File: src/rtl/sprite_layer.sv
// Animated sprite overlay: box test and ROM addressing in stage 1, ROM read in stage 2,
// transparency keying in stage 3. Position, flip and animation frame change only at frame start.
module sprite_layer #(
    parameter int unsigned SPR_W      = 32,
    parameter int unsigned SPR_H      = 32,
    parameter int unsigned IDX_W      = 3,
    parameter int unsigned FRAMES     = 4,
    parameter int unsigned FRAME_HOLD = 8,
    parameter int unsigned TRANSP_IDX = 0,
    localparam int unsigned ADDR_W    = $clog2(FRAMES * SPR_W * SPR_H),
    localparam int unsigned FS_W      = (FRAMES > 1) ? $clog2(FRAMES) : 1
) (
    input  logic              vga_clk,
    input  logic              reset,
    input  logic [9:0]        DrawX,
    input  logic [9:0]        DrawY,
    input  logic              blank,
    input  logic [9:0]        sprite_x,
    input  logic [9:0]        sprite_y,
    input  logic              flip_h,
    input  logic              anim_en,
    output logic [ADDR_W-1:0] rom_address,
    input  logic [IDX_W-1:0]  rom_q,
    output logic [IDX_W-1:0]  pix_idx,
    output logic              pix_hit,
    output logic [FS_W-1:0]   frame_sel
);

    localparam int unsigned COL_W  = (SPR_W > 1) ? $clog2(SPR_W) : 1;
    localparam int unsigned ROW_W  = (SPR_H > 1) ? $clog2(SPR_H) : 1;
    localparam int unsigned HOLD_W = (FRAME_HOLD > 1) ? $clog2(FRAME_HOLD) : 1;

    logic              prev_zero;
    logic              at_zero_c;
    logic              frame_start_c;
    logic [9:0]        px_q;
    logic [9:0]        py_q;
    logic              flip_q;
    logic [HOLD_W-1:0] hold;
    logic              flag1;
    logic              flag2;
    logic              in_box_c;
    logic [COL_W-1:0]  col_c;
    logic [ROW_W-1:0]  row_c;
    logic [ADDR_W-1:0] addr_c;
    logic              hit_c;

    assign at_zero_c     = (DrawX == 10'd0) && (DrawY == 10'd0);
    assign frame_start_c = at_zero_c && !prev_zero;

    // Sprite placement is sampled once per frame so a moving sprite never tears.
    always_ff @(posedge vga_clk or posedge reset) begin
        if (reset) begin
            prev_zero <= 1'b0;
            px_q      <= '0;
            py_q      <= '0;
            flip_q    <= 1'b0;
        end else begin
            prev_zero <= at_zero_c;
            if (frame_start_c) begin
                px_q   <= sprite_x;
                py_q   <= sprite_y;
                flip_q <= flip_h;
            end
        end
    end

    // Animation: each frame is held for FRAME_HOLD video frames.
    always_ff @(posedge vga_clk or posedge reset) begin
        if (reset) begin
            hold      <= '0;
            frame_sel <= '0;
        end else if (frame_start_c && anim_en) begin
            if (hold == HOLD_W'(FRAME_HOLD - 1)) begin
                hold <= '0;
                if (FRAMES > 1) begin
                    frame_sel <= (frame_sel == FS_W'(FRAMES - 1)) ? '0 : frame_sel + FS_W'(1);
                end
            end else begin
                hold <= hold + HOLD_W'(1);
            end
        end
    end

    // Box test in 11 bits so a sprite near the right/bottom edge cannot wrap.
    always_comb begin
        in_box_c = (DrawX >= px_q) && (11'(DrawX) < 11'(px_q) + 11'(SPR_W)) &&
                   (DrawY >= py_q) && (11'(DrawY) < 11'(py_q) + 11'(SPR_H));
        col_c    = COL_W'(DrawX - px_q);
        if (flip_q) begin
            col_c = COL_W'(SPR_W - 1) - col_c;
        end
        row_c    = ROW_W'(DrawY - py_q);
        addr_c   = ADDR_W'(frame_sel) * ADDR_W'(SPR_W * SPR_H)
                 + ADDR_W'(row_c) * ADDR_W'(SPR_W)
                 + ADDR_W'(col_c);
    end

    assign hit_c = flag2 && (rom_q != IDX_W'(TRANSP_IDX));

    always_ff @(posedge vga_clk or posedge reset) begin
        if (reset) begin
            rom_address <= '0;
            flag1       <= 1'b0;
            flag2       <= 1'b0;
            pix_hit     <= 1'b0;
            pix_idx     <= '0;
        end else begin
            rom_address <= in_box_c ? addr_c : '0;
            flag1       <= in_box_c && blank;
            flag2       <= flag1;
            pix_hit     <= hit_c;
            pix_idx     <= hit_c ? rom_q : '0;
        end
    end

endmodule

File: config.mk
export PLATFORM = sky130hd
export DESIGN_NAME = sprite_layer
export DESIGN_NICKNAME = d
export VERILOG_FILES = /design/src/rtl/sprite_layer.sv
export SDC_FILE = /design/constraint.sdc
export NUM_CORES = 1
export LEC_CHECK = 0
export CORE_ASPECT_RATIO = 1.75
export CORE_MARGIN = 2
export CORE_UTILIZATION = 54
export CTS_CLUSTER_DIAMETER = 120
export DETAILED_ROUTE_END_ITERATION = 10
export PLACE_DENSITY_LB_ADDON = 0.12
export SETUP_SLACK_MARGIN = 0.02
export SYNTH_ARGS = -nofsm -noshare
export SYNTH_HDL_FRONTEND = slang
export SYNTH_SLANG_ARGS = --single-unit
export TNS_END_PERCENT = 1
File: constraint.sdc
create_clock -name vga_clk -period 3.9 [get_ports vga_clk]
set_input_delay 0.585 -clock vga_clk [delete_from_list [all_inputs] [get_ports vga_clk]]
set_output_delay 0.585 -clock vga_clk [all_outputs]
set_load 0.01 [all_outputs]
==> run_results.csv, run 1 <==
group,metric,value,unit
global_routing,antenna_found_initial,0,
flow_run,max_cap_viol_count,0,
finish,fin_area,3560,um^2
drt,firstDrtPassIters,4,
synth,ys_seq_elements,45,
power_and_ir_drop,switchingPower,215,uW
outcome,status,"finished clean",
global_routing,grt_overflow,0,
clock_tree,cts-resized-gates,0,
global_routing,met1_usage,25.3,%
place,dp_hpwl,4.60,mm
floorplan,initial_core_util,56.0,%
finish,multi_input_area,1500,um^2
floorplan,core-area,4930,um^2
finish,final_nets,429,
clock_tree,htreeDepth,2,
clock_tree,insertion_delay,0.30,ns
setup_path,crit_arrival,2.92,ns
power_and_ir_drop,comb_power_share,13.2,%
clock_tree,clock_tree.root_cell,"clkbuf_8",
floorplan,die_x,58.1,um
synth,netlist_area,2770,um^2
timing,rsz0062_at_grt,"no",
finish,antenna_cells,0,
finish,regArea,1130,um^2
power_and_ir_drop,total_power,874,uW
global_routing,grt_pass1_vias,2351,
finish,fillers,389,
clock_tree,post_cts_buffers,0,
global_routing,grt_pass1_wl,10.2,mm
timing,slew_viol_final,0,
global_routing,busiest_layer,"met2",
setup_path,critPathLaunchType,"primary input",
global_routing,gr-usage-met3,3.41,%
floorplan,ios,66,
setup_path,cp_common_cell,"inv_1",
timing,finalWorstSetupSlack,1.15,ns
power_and_ir_drop,switching_share,24.6,%
setup_path,cp_slowest_cell,"clkdlybuf4s50_1",
timing,skew,0.00895,ns
synth,synth_cell_types,46,
finish,syn2layout_area_growth,28.7,%
power_and_ir_drop,intPower,659,uW
timing,timing.fmax,364,MHz
synth,ys_warn_count,0,
timing,timing.hold.ws,0.356,ns
power_and_ir_drop,irDropWorstVdd,0.317,mV
drt,antenna_left,0,
power_and_ir_drop,clockPowerShare,33.5,%
clock_tree,cts.path.max_buffers,2,
floorplan,fp.dieH,98.7,um
timing,finalHoldViolations,0,
place,io_buffers,65,
global_routing,grt_max_degree,46,
synth,synth_area_leader_cell,"dfrtp_1",
synth,synth_common_cells,"dfrtp_1 (45), ha_1 (35), inv_1 (26), nand2_1 (23), o21ai_0 (20)",
synth,synth_edf_count,0,
drt,drt_iter0_drc,82,
power_and_ir_drop,powerDensity,245,nW/um^2
timing,timing.final.crit_share,70.4,%
drt,routed_wl,5.97,mm
power_and_ir_drop,power_leakage,1.64,nW
drt,num_vias,2275,
finish,drive_above_1_share,6.96,%
place,place_area,3470,um^2
clock_tree,cts_tree,"built",
timing,worst_pin_slew,0.597,ns
clock_tree,clkSinkCount,45,
finish,final_util,72.1,%
setup_path,cp_cell_sequence,"clkdlybuf4s50_1 > inv_1 > ha_1 > inv_1 > fa_1 > a21oi_1 > o22ai_1 > a2bb2oi_1 > nand2_2 > nor4_1",
place,place_ws,0.869,ns
setup_path,worstSetupPathType,"in -> reg",
floorplan,die_area,5730,um^2
global_routing,grt_use_met2,42.8,%
synth,yosys-top-cells-area,"dfrtp_1 (41%), ha_1 (16%), xnor2_1 (4.1%), o21ai_0 (3.6%), inv_1 (3.5%)",
setup_path,critPathRequiredTime,4.07,ns
finish,final_cells,399,
place,gp_congestion,0.871,
synth,syn_avg_cell_area,10.1,um^2
clock_tree,postCtsHoldBufs,0,
drt,drc,0,
timing,slew_headroom,60.1,%
clock_tree,cts.reportedPaths.clkPinSlew,0.09,ns
hold_path,hp-class,"reg -> reg",
power_and_ir_drop,seqPwrFrac,53.4,%
synth,async_flop_share,100,%
clock_tree,cts-buffers-inserted,5,
timing,min_period,2.75,ns
floorplan,std_cell_rows,34,
synth,synthFlopType,"dfrtp_1",
setup_path,critPathMaxFanout,9,
synth,syn_nets,360,
drt,post_drt_wl_per_cell,15.0,um
timing,setup_violations,0,
place,dp.cells,391,
synth,synth_top_area_share,40.7,%
setup_path,endpoint_kind,"flop",
synth,synthCells,275,
synth,synth-seq-area-share,40.7,%
synth,yosysMostFrequentCell,"dfrtp_1",
timing,finalSetupTns,0,ns
global_routing,grt_use_total,23.1,%
setup_path,slowest_delay,0.49,ns
drt,via_per_inst,5.70,
-- worst max-delay path: cells and delay by family --
kind | cells | cell delay [ns]
AO/OA/AOI/OAI | 3 | 0.69
adder cells (fa/ha/maj) | 2 | 0.42
buffers and inverters | 3 | 0.61
AND/OR/NAND/NOR | 2 | 0.62
-- worst paths after layout --
| path | startpoint | endpoint | slack (ns) | depth (start not counted) |
|---|---|---|---|---|
| setup / recovery | DrawX[0] | rom_address[9] | 1.15 | 10 |
| hold / removal | flag1 | flag2 | 0.36 | 0 |
| setup reg to reg | px_q[5] | rom_address[9] | 1.42 | 7 |
| hold reg to reg | flag1 | flag2 | 0.36 | 0 |
| max in group asynchronous | reset | py_q[0] | 2.77 | 3 |
| min in group asynchronous | reset | pix_idx[1] | 0.73 | 3 |
-- power by group through the flow --
stage	Clock, mW	Combinational (mW)	Sequential, mW
after floorplan	0	0.0465	0.475
after global placement	0	0.112	0.475
after detailed placement	0	0.114	0.475
after CTS	0.303	0.116	0.466
after global routing	0.322	0.127	0.466
final	0.292	0.115	0.466
-- placed cells by master, fill, tap and decap left out, drive strengths merged, types with 2 or more instances in the layout --
master and count:
a211oi 2, a21o 3, a21oi 13, and2 4, and3 2, buf 4
clkbuf 5, clkdlybuf4s50 65, clkinv 4, dfrtp 45, fa 2, ha 35
inv 25, mux2 8, nand2 24, nand3 13, nand3b 2, nand4 6
nand4b 2, nor2 6, nor2b 2, nor3 5, nor4 11, nor4b 3
o211ai 3, o21ai 22, o31a 2, xnor2 13, xor2 3
-- state kept, by name, summed over array words and instances, names as in the netlist --
register	cells
prev_zero	1
py_q	10
pix_hit	1
flip_q	1
hold	3
flag2	1
pix_idx	3
frame_sel	2
px_q	10
rom_address	12
flag1	1
-- cell type report --
class / count / share of cell area [%]
clock buffers: 5 / 1.93
clock inverters: 3 / 0.633
inverters: 26 / 2.74
multi-input cells: 197 / 42.0
flip-flops and latches: 45 / 31.6
well taps: 54 / 1.90
repair buffers: 69 / 19.1
-- cells by family after synthesis --
kind of cell / Yosys count / share of synthesized area, %
adders and majority gates: 37 / 17.3
buffers and inverters: 33 / 5.16
and+or+nand+nor: 82 / 16.8
DFF: 45 / 40.7
muxes: 8 / 3.26
AOI/OAI and AO/OA: 54 / 11.7
xor gates and xnor gates: 16 / 5.07
-- layer usage --
layer | vias to the layer above | wire, um | part of all wire [%]
met4 | 0 | 157 | 2.6
met5 | - | 0 | 0
li1 | 1127 | - | -
met3 | 12 | 255 | 4.3
met1 | 1076 | 2290 | 38
met2 | 60 | 3270 | 55
Note: power is estimated with default switching activity, not from simulation.
==> run 2, diff against run 1 <==
CORE_UTILIZATION = 50   (was 54)
clock period = 2.8 ns   (was 3.9 ns; I/O delays follow)
==> run 2 against run 1 <==
Effect of this change: global-route usage shrank 1.5 points; worst hold slack lost 0.025 ns; cell count is 6.0% higher; combinational power is 43% higher; sequential power is 39% higher; non-clock buffer count grew 4; critical path depth unchanged; die area rose by 7.5%; clock power grew 46%; via count down 0.31%; largest cell class unchanged.
==> run_results.csv, run 2 (synthesis results as in run 1) <==
group,metric,value,unit
outcome,status,"finished clean",
clock_tree,cts-resized-gates,0,
global_routing,grt_overflow,0,
setup_path,worstSetupPathType,"in -> reg",
hold_path,hp-class,"in -> async",
place,gp_congestion,0.881,
setup_path,crit_arrival,2.59,ns
clock_tree,cts_tree,"built",
clock_tree,cts.path.max_buffers,2,
place,io_buffers,65,
drt,via_per_inst,5.36,
drt,post_drt_wl_per_cell,14.0,um
finish,top_register,"rom_address",
floorplan,die_x,60.2,um
finish,largest_register_ffs,12,
global_routing,grt_pass1_vias,2314,
floorplan,fp.dieH,102,um
timing,timing.hold.ws,0.331,ns
timing,rsz0062_at_grt,"no",
finish,largest_registers,"rom_address: 12 flops, px_q: 10 flops, py_q: 10 flops",
timing,slew_headroom,71.6,%
floorplan,std_cell_rows,35,
setup_path,cp_slowest_cell,"clkdlybuf4s50_1",
timing,slew_viol_final,0,
drt,drt_iter0_drc,55,
setup_path,critPathLaunchType,"primary input",
power_and_ir_drop,irDropWorstVdd,0.284,mV
finish,multi_input_area,1500,um^2
finish,final_nets,433,
clock_tree,clkSinkCount,45,
timing,min_period,2.40,ns
setup_path,cp_common_cell,"inv_1",
flow_run,max_cap_viol_count,0,
timing,finalSetupTns,0,ns
clock_tree,post_cts_buffers,0,
floorplan,ios,66,
finish,layout_common_cells,"clkdlybuf4s50_1 (65), dfrtp_1 (45), ha_1 (35)",
finish,drive_above_1_share,8.02,%
timing,finalHoldViolations,0,
power_and_ir_drop,powerDensity,341,nW/um^2
drt,drc,0,
global_routing,grt_max_degree,34,
clock_tree,cts-buffers-inserted,5,
clock_tree,cts.reportedPaths.clkPinSlew,0.10,ns
setup_path,critPathMaxFanout,9,
setup_path,slowest_delay,0.46,ns
floorplan,initial_core_util,52.2,%
finish,regArea,1130,um^2
finish,fin_area,3640,um^2
setup_path,endpoint_kind,"flop",
floorplan,core-area,5300,um^2
drt,num_vias,2268,
timing,setup_violations,0,
clock_tree,insertion_delay,0.31,ns
setup_path,critPathRequiredTime,2.99,ns
place,dp_hpwl,4.78,mm
timing,timing.final.crit_share,85.7,%
drt,antenna_left,0,
setup_path,cpLargestDelayFamily,"compound AO/OA/AOI/OAI gates",
finish,syn2layout_area_growth,31.5,%
floorplan,die_area,6160,um^2
global_routing,grt_pass1_wl,10.1,mm
global_routing,grt_use_total,21.6,%
timing,worst_pin_slew,0.422,ns
drt,routed_wl,5.91,mm
finish,fillers,433,
drt,firstDrtPassIters,4,
clock_tree,postCtsHoldBufs,0,
place,place_area,3520,um^2
clock_tree,htreeDepth,2,
finish,final_common_cell,"clkdlybuf4s50_1",
finish,antenna_cells,0,
setup_path,critPathBufInv,3,
setup_path,cp_cell_sequence,"clkdlybuf4s50_1 > inv_1 > ha_1 > inv_1 > fa_1 > a21oi_1 > o221ai_1 > a211o_1 > nand2_2 > nor4_1",
clock_tree,clock_tree.root_cell,"clkbuf_8",
global_routing,antenna_found_initial,0,
timing,timing.fmax,417,MHz
timing,skew,0.00809,ns
power_and_ir_drop,power_leakage,1.67,nW
run 2: per-stage QoR:
step | setup WS [ns] | util [%] | total power [mW] | cells
floorplan | 0.799 | - | 0.727 | 275
global placement | 0.0765 | 66.4 | 0.821 | 414
detailed placement | 0.0907 | 66.4 | 0.822 | 414
CTS | 0.412 | 68.1 | 1.25 | 422
global route | 0.267 | 68.6 | 1.29 | 423
finish | 0.400 | 68.6 | 1.24 | 423
run 2: metal layers:
metal	vias to the layer above	global-route usage (%)	share of wire (%)
met5	-	0	0
met4	0	7.86	2.0
met3	9	2.28	3.4
met2	56	41.0	56
met1	1074	23.6	39
li1	1129	-	-
run 2: power by group:
part           internal, mW  switching (mW)  leakage, nW  total, mW
logic                0.0963          0.0684         1.09      0.165
registers             0.649       0.0000212        0.535      0.649
clock network         0.180           0.244       0.0447      0.425
run 2: worst paths after layout:
check | from | to | slack [ns] | cells past startpoint
min in group vga_clk | flag1 | flag2 | 0.36 | 0
setup reg to reg | px_q[5] | rom_address[4] | 0.54 | 9
setup / recovery | DrawY[0] | rom_address[4] | 0.40 | 10
hold / removal | reset | pix_hit | 0.33 | 2
hold reg to reg | flag1 | flag2 | 0.36 | 0
max in group asynchronous | reset | px_q[0] | 1.87 | 4
run 2: area by class of cell:
| type | count | area share [%] |
|---|---|---|
| Multi-Input combinational cell | 197 | 41.1 |
| Sequential cell | 45 | 31.0 |
| Timing Repair Buffer | 73 | 20.1 |
| Inverter | 26 | 2.68 |
| Tap cell | 74 | 2.55 |
| Clock buffer | 5 | 1.89 |
| Clock inverter | 3 | 0.688 |
run 2: worst reg2reg max path: cells and delay by family, from the launching register on:
kind            cells  cell delay (ns)
buf+inv             2             0.23
fa+ha+maj           2             0.60
flops               1             0.43
simple gates        2             0.41
compound gates      3             0.47
==> run 3, diff against run 2 <==
CAP_MARGIN = 20   (was unset)
==> run 3 against run 2 <==
Effect of this change: sequential power about the same; worst hold slack better by 0.027 ns; non-clock buffer count did not move; die area unchanged; largest power group unchanged.
==> run_results.csv, run 3 (synthesis results as in run 1) <==
group,metric,value,unit
outcome,status,"finished clean",
clock_tree,cts_tree,"built",
floorplan,die_x,60.2,um
clock_tree,insertion_delay,0.30,ns
timing,slew_headroom,54.2,%
timing,timing.hold.ws,0.358,ns
drt,drt_iter0_drc,60,
drt,via_per_inst,5.36,
global_routing,antenna_found_initial,0,
drt,num_vias,2266,
finish,syn2layout_area_growth,31.5,%
floorplan,ios,66,
floorplan,initial_core_util,52.2,%
timing,finalWorstSetupSlack,0.413,ns
global_routing,grt_max_degree,21,
clock_tree,postCtsHoldBufs,0,
clock_tree,cts.reportedPaths.clkPinSlew,0.09,ns
setup_path,startpoint,"DrawY[0]",
setup_path,critPathMaxFanout,9,
clock_tree,cts.path.max_buffers,2,
drt,post_drt_wl_per_cell,14.0,um
finish,top_register,"rom_address",
setup_path,rr_startpoint,"px_q[5]",
finish,largest_registers,"rom_address: 12 flops, px_q: 10 flops, py_q: 10 flops",
hold_path,min_from,"flag1",
global_routing,met1_usage,24.6,%
global_routing,gr-usage-met3,2.78,%
clock_tree,clkSinkCount,45,
global_routing,busiest_layer,"met2",
timing,finalHoldViolations,0,
place,gp_congestion,0.881,
setup_path,rr_worst_depth,9,
finish,layout_common_cells,"clkdlybuf4s50_1 (65), dfrtp_1 (45), ha_1 (35)",
global_routing,grt_pass1_vias,2333,
setup_path,crit_arrival,2.57,ns
drt,drc,0,
drt,firstDrtPassIters,4,
setup_path,critPathLaunchType,"primary input",
timing,rsz0062_at_grt,"no",
timing,slew_viol_final,0,
floorplan,core-area,5300,um^2
setup_path,r2r_slack,0.53,ns
timing,finalSetupTns,0,ns
finish,antenna_cells,0,
clock_tree,post_cts_buffers,0,
setup_path,r2r_end,"rom_address[9]",
timing,skew,0.00618,ns
power_and_ir_drop,powerDensity,340,nW/um^2
power_and_ir_drop,total_power,1.24,mW
finish,final_nets,433,
place,place_area,3540,um^2
finish,drive_above_1_share,8.02,%
finish,fin_area,3640,um^2
timing,timing.fmax,419,MHz
power_and_ir_drop,power_leakage,1.67,nW
timing,min_period,2.39,ns
clock_tree,cts-buffers-inserted,5,
timing,setup_violations,0,
global_routing,grt_use_met2,40.1,%
place,io_buffers,65,
place,place_ws,0.123,ns
power_and_ir_drop,irDropWorstVdd,0.238,mV
clock_tree,htreeDepth,2,
drt,routed_wl,5.92,mm
timing,worst_pin_slew,0.683,ns
hold_path,hold_depth,0,
place,dp_hpwl,4.84,mm
setup_path,critPathRequiredTime,2.99,ns
floorplan,std_cell_rows,35,
setup_path,endpoint_kind,"flop",
hold_path,min_to,"flag2",
floorplan,die_area,6160,um^2
hold_path,hp-class,"reg -> reg",
clock_tree,cts-resized-gates,0,
setup_path,worstSetupPathType,"in -> reg",
flow_run,max_cap_viol_count,0,
global_routing,grt_use_total,21.9,%
finish,final_common_cell,"clkdlybuf4s50_1",
timing,timing.final.crit_share,85.2,%
floorplan,fp.dieH,102,um
global_routing,grt_pass1_wl,10.2,mm
clock_tree,clock_tree.root_cell,"clkbuf_8",
global_routing,grt_overflow,0,
finish,largest_register_ffs,12,
drt,antenna_left,0,
==> run 3: worst max-delay path by stage <==
stage	endpoint	slack [ns]	cells after the start
6_report	rom_address[4]	0.41	10
5_1_grt	rom_address[4]	0.25	9
4_1_cts	rom_address[9]	0.44	10
3_5_place_dp	rom_address[9]	0.12	10
3_3_place_gp	rom_address[9]	0.08	10
2_1_floorplan	rom_address[1]	0.80	9
==> run 3: area by class of cell <==
cell class              count  area (um^2)
clock buffers               5         68.8
flip-flops and latches     45         1130
fillers                   440         1660
inverters                  26         97.6
well taps                  74         92.6
repair buffers             73          731
clock inverters             3         25.0
multi-input cells         197         1500
==> run 3: report_power, final <==
group / internal [mW] / total (mW) / switching (mW) / leakage (nW)
Sequential: 0.649 / 0.649 / 0.0000214 / 0.535
Clock: 0.180 / 0.422 / 0.241 / 0.0447
Combinational: 0.0963 / 0.165 / 0.0687 / 1.09
Total: 0.926 / 1.24 / 0.310 / 1.67
==> run 3: per-layer routing <==
metal	share of wire [%]	wire length, um
met3	4.3	257
met1	39	2300
met5	0	0
met4	2.8	163
met2	54	3200
==> run 3: per-stage QoR <==
stage	utilization (%)	std cells
global placement	66.4	414
global route	68.6	423
floorplan	-	275
detailed placement	66.9	415
CTS	68.6	423
finish	68.6	423
==> run 3: critical path: stages <==
cell             delay [ns]
clkdlybuf4s50_1        0.44
inv_1                  0.07
ha_1                   0.16
inv_1                  0.05
fa_1                   0.41
a21oi_1                0.20
o221ai_1               0.14
a211o_1                0.40
nand2_2                0.19
nor4_1                 0.08
